### src/rtl/mem_arbiter.sv
// Two-master arbiter for a single synchronous 32-bit memory port: round-robin
// fairness, bounded bus lock for atomic sequences, one-cycle read return.
module mem_arbiter #(
  parameter int unsigned MAX_HOLD = 8
) (
  input  logic        clk,
  input  logic        reset_i,
  input  logic        m0_req_i,
  input  logic        m0_we_i,
  input  logic        m0_lock_i,
  input  logic [31:0] m0_addr_i,
  input  logic [31:0] m0_data_i,
  input  logic        m1_req_i,
  input  logic        m1_we_i,
  input  logic        m1_lock_i,
  input  logic [31:0] m1_addr_i,
  input  logic [31:0] m1_data_i,
  output logic        m0_gnt_o,
  output logic        m1_gnt_o,
  output logic        m0_valid_o,
  output logic        m1_valid_o,
  output logic [31:0] m0_data_o,
  output logic [31:0] m1_data_o,
  output logic [31:0] mem_addr_o,
  output logic        mem_we_o,
  output logic [31:0] mem_data_o,
  input  logic [31:0] mem_data_i
);

  localparam logic [7:0] HOLD_LIM = 8'(MAX_HOLD);

  logic        last_q;
  logic        locked_q;
  logic [7:0]  hold_q;
  logic [1:0]  rd_pend_q;
  logic [31:0] m0_data_q;
  logic [31:0] m1_data_q;

  logic        owner_req;
  logic        other_req;
  logic        gnt0;
  logic        gnt1;
  logic        brk;

  // Owner is the last granted master; "other" is the one waiting on it.
  assign owner_req = last_q ? m1_req_i : m0_req_i;
  assign other_req = last_q ? m0_req_i : m1_req_i;

  always_comb begin
    gnt0 = 1'b0;
    gnt1 = 1'b0;
    brk  = 1'b0;
    if (!reset_i) begin
      if (locked_q) begin
        if (other_req && (hold_q == HOLD_LIM)) begin
          brk = 1'b1;
          if (last_q) gnt0 = 1'b1;
          else        gnt1 = 1'b1;
        end else if (owner_req) begin
          if (last_q) gnt1 = 1'b1;
          else        gnt0 = 1'b1;
        end
      end else if (m0_req_i && m1_req_i) begin
        if (last_q) gnt0 = 1'b1;
        else        gnt1 = 1'b1;
      end else begin
        gnt0 = m0_req_i;
        gnt1 = m1_req_i;
      end
    end
  end

  always_comb begin
    mem_addr_o = 32'd0;
    mem_we_o   = 1'b0;
    mem_data_o = 32'd0;
    if (gnt0) begin
      mem_addr_o = m0_addr_i;
      mem_we_o   = m0_we_i;
      mem_data_o = m0_data_i;
    end else if (gnt1) begin
      mem_addr_o = m1_addr_i;
      mem_we_o   = m1_we_i;
      mem_data_o = m1_data_i;
    end
  end

  always_ff @(posedge clk) begin
    if (reset_i) begin
      last_q    <= 1'b1;
      locked_q  <= 1'b0;
      hold_q    <= 8'd0;
      rd_pend_q <= 2'b00;
      m0_data_q <= 32'd0;
      m1_data_q <= 32'd0;
    end else begin
      rd_pend_q <= {gnt1 & ~m1_we_i, gnt0 & ~m0_we_i};
      if (rd_pend_q[0]) m0_data_q <= mem_data_i;
      if (rd_pend_q[1]) m1_data_q <= mem_data_i;
      if (!locked_q || brk) begin
        hold_q <= 8'd0;
      end else if (other_req) begin
        hold_q <= hold_q + 8'd1;
      end
      if (gnt0 || gnt1) begin
        last_q   <= gnt1;
        locked_q <= gnt1 ? m1_lock_i : m0_lock_i;
      end
    end
  end

  assign m0_gnt_o = gnt0;
  assign m1_gnt_o = gnt1;

  // Read data passes straight through on the return cycle, then is held.
  assign m0_valid_o = rd_pend_q[0] & ~reset_i;
  assign m1_valid_o = rd_pend_q[1] & ~reset_i;
  assign m0_data_o  = reset_i ? 32'd0 : (rd_pend_q[0] ? mem_data_i : m0_data_q);
  assign m1_data_o  = reset_i ? 32'd0 : (rd_pend_q[1] ? mem_data_i : m1_data_q);

endmodule

### config.mk
export PLATFORM = sky130hd
export DESIGN_NAME = mem_arbiter
export DESIGN_NICKNAME = d
export VERILOG_FILES = /design/src/rtl/mem_arbiter.sv
export SDC_FILE = /design/constraint.sdc
export NUM_CORES = 1
export LEC_CHECK = 0
export CAP_MARGIN = 20
export CORE_AREA = 2 2 118 120
export CTS_CLUSTER_DIAMETER = 200
export DETAILED_ROUTE_END_ITERATION = 12
export DIE_AREA = 0 0 120 122
export MAX_ROUTING_LAYER = met4
export PLACE_DENSITY = 0.74
export SETUP_SLACK_MARGIN = 0.3
export SLEW_MARGIN = 20
export SYNTH_ARGS = -nofsm -noshare
export SYNTH_HDL_FRONTEND = slang
export SYNTH_SLANG_ARGS = --single-unit
### constraint.sdc
create_clock -name clk -period 5.71 [get_ports clk]
set_input_delay 0.8565 -clock clk [delete_from_list [all_inputs] [get_ports clk]]
set_output_delay 0.8565 -clock clk [all_outputs]
set_load 0.005 [all_outputs]
==> results.toml <==
[sta]
period_needed_ns = 4.317
worst_pin_slew_ns = 1.078
setup_violations = 0
timing.hold.ws_ns = 0.5109
clock-skew-final_ns = 0.004921
rsz0062_at_grt = "false"
maxClockFrequency_ghz = 0.2317
drv_slew = 0
layout_setup_ws_ns = 1.393
hold_viol = 0
maxSlewHeadroom_pct = 28.16
period_share_pct = 75.60
setup_tns_ns = 0

[clock_tree]
cts_root_buf = "clkbuf_16"
clock_latency_ns = 0.32
cts_sinks = 76
clk_pin_slew_ns = 0.06
h-tree-depth = 3
cts.path.max_buffers = 2
ctsHoldBuffers = 0
cts_setup_buffers = 0
cts_buffers = 9
cts.repair.resized = 0
cts_tree = "yes"

[power_and_ir_drop]
max-vdd-ir-drop_uv = 159.6
cellPowerDensity_nw_per_um2 = 214.7
power_leakage_nw = 3.101
total_power_w = 0.001635

[floorplan]
dieArea_um2 = 14640
core_um2 = 13500
fp.dieW_um = 120
placementRows = 43
die_h_um = 122
io_pins = 301
initial_core_util_pct = 31.03

[drt]
drt_first_iter_violations = 236
drtAntennaViolNets = 0
drt_first_pass_iters = 4
vias = 4442
routedWlPerCell_um = 15.18
routed_wirelength_mm = 14.57
viasPerCell = 4.627
drc = 0

[worst_hold_path]
worstHoldPathType = "register to register"

[layout]
final_layout_size_suffix_gt1_share_pct = 5.897
register_area_um2 = 1524
utilization_pct = 56.40
final_common_cell = "clkdlybuf4s50_1"
multi_input_area_um2 = 1996
final_nets = 946
syn_to_final_growth_pct = 81.76
diodes = 0
fillers = 1160
final_cell_mix = "clkdlybuf4s50_1 (299), inv_1 (135), nor2_1 (78)"

[run_status]
status = "finished, final reports clean"

[critical_path]
crit_required_ns = 4.85
max_stage_delay_ns = 0.83
cp.arrival_ns = 3.46
crit_fanout = 37
slowest_stage = "o211ai_4"
end_kind = "output port"
crit_path_start_kind = "register"
crit_chain = "inv_1, ha_1, or4b_4, o21a_1, o211ai_4, buf_12, o32ai_1, clkdlybuf4s50_1"
crit_type = "register to output port"

[yosys]
avgSynthCellArea_um2 = 8.364
synth_cells = 501
yosys_warnings = 0
ys_types = 33
syn_area_um2 = 4190
synth_nets = 671
ys_seq_area_share_pct = 36.31
ys_ff_latch = 76

[global_routing]
grt.total_usage_pct = 19.29
grt_max_degree = 92
grt_pass1_vias = 4324
grt_pass1_wl_mm = 21.87
gr-total-overflow = 0
grt_antenna_before_repair = 0

[flow_run]
cap_violations = 0

[place]
portBuffers = 300
hpwl_mm = 11.34
pre_cts_slack_ns = 1.471
routabilityCongestion = 0.9526
-- kinds of logic (layout without fill, tap and decap cells) --
kind of cell,after synthesis,in the layout,share of synthesized area (%)
AOI/OAI and AO/OA,73,73,18.75
adders and majority gates,2,2,0.5971
DFF,76,76,36.31
and+or+nand+nor,103,103,10.39
muxes,68,68,16.42
xor gates and xnor gates,6,6,1.254
buffers and inverters,173,452,16.27
-- power breakdown --
| group | switching (W) | total, W | leakage, nW | internal, W |
|---|---|---|---|---|
| combinational | 0.000163 | 0.000429 | 2.32 | 0.000266 |
| sequential | 0.0000191 | 0.000569 | 0.617 | 0.000550 |
| clock | 0.000213 | 0.000638 | 0.162 | 0.000425 |
-- registers in the layout (all words and copies together), names as in the netlist --
signal	cells
m0_data_q	32
m1_data_q	32
hold_q	8
rd_pend_q	2
last_q	1
locked_q	1
-- path summary, 6_finish.rpt --
path | start | to | slack [ns] | cells after the start
worst min-delay path | m0_data_q[7] | m0_data_q[7] | 0.51 | 2
worst max register to register | hold_q[0] | rd_pend_q[0] | 3.02 | 7
worst min register to register | m0_data_q[7] | m0_data_q[7] | 0.51 | 2
worst max-delay path | hold_q[0] | mem_data_o[0] | 1.39 | 8
-- routing by layer --
metal  GRT usage [%]  routed length [µm]
met4           5.588                 273
met2           34.80                7401
met1           21.01                5776
met5               -                   0
met3           4.775                1122
-- synth_stat cells (all sizes together) --
cell / number / share of area, %
nand2: 7 / 0.63
nor2: 78 / 7.0
a31oi: 1 / 0.15
clkbuf: 28 / 2.5
inv: 135 / 12
ha: 2 / 0.60
or4b: 1 / 0.33
o311ai: 1 / 0.21
nor3: 4 / 0.48
o32ai: 65 / 17
o21a: 1 / 0.18
mux2i: 65 / 16
mux2: 3 / 0.90
buf: 10 / 1.7
or3b: 1 / 0.21
a21oi: 1 / 0.12
nand2b: 2 / 0.30
nor2b: 4 / 0.60
nand4: 2 / 0.30
a211o: 1 / 0.21
xor2: 3 / 0.63
dfxtp: 76 / 36
o311a: 1 / 0.24
xnor2: 3 / 0.63
o211ai: 2 / 0.48
nand3: 1 / 0.12
nor4: 3 / 0.45
-- layout make-up --
cell class	count	share of cell area [%]
well taps	180	2.957
repair buffers	302	39.76
clock buffers	9	2.957
clock inverters	6	1.462
multi-input cells	252	26.20
flip-flops and latches	76	20.01
inverters	135	6.654
-- worst max-delay path, delay by kind of cell (launching register included) --
| family | cells | cell delay [ns] |
|---|---|---|
| AOI/OAI and AO/OA | 3 | 1.25 |
| adders and majority gates | 1 | 0.14 |
| DFF | 1 | 0.34 |
| and+or+nand+nor | 1 | 0.50 |
| buffers and inverters | 3 | 0.87 |
-- stage by stage --
stage	area (µm²)	cells
after floorplan	4190	501
after global placement	7279	945
after detailed placement	7279	945
after CTS	7616	960
after global routing	7616	960
final	7616	960
Note: power is estimated with default switching activity, not from simulation.
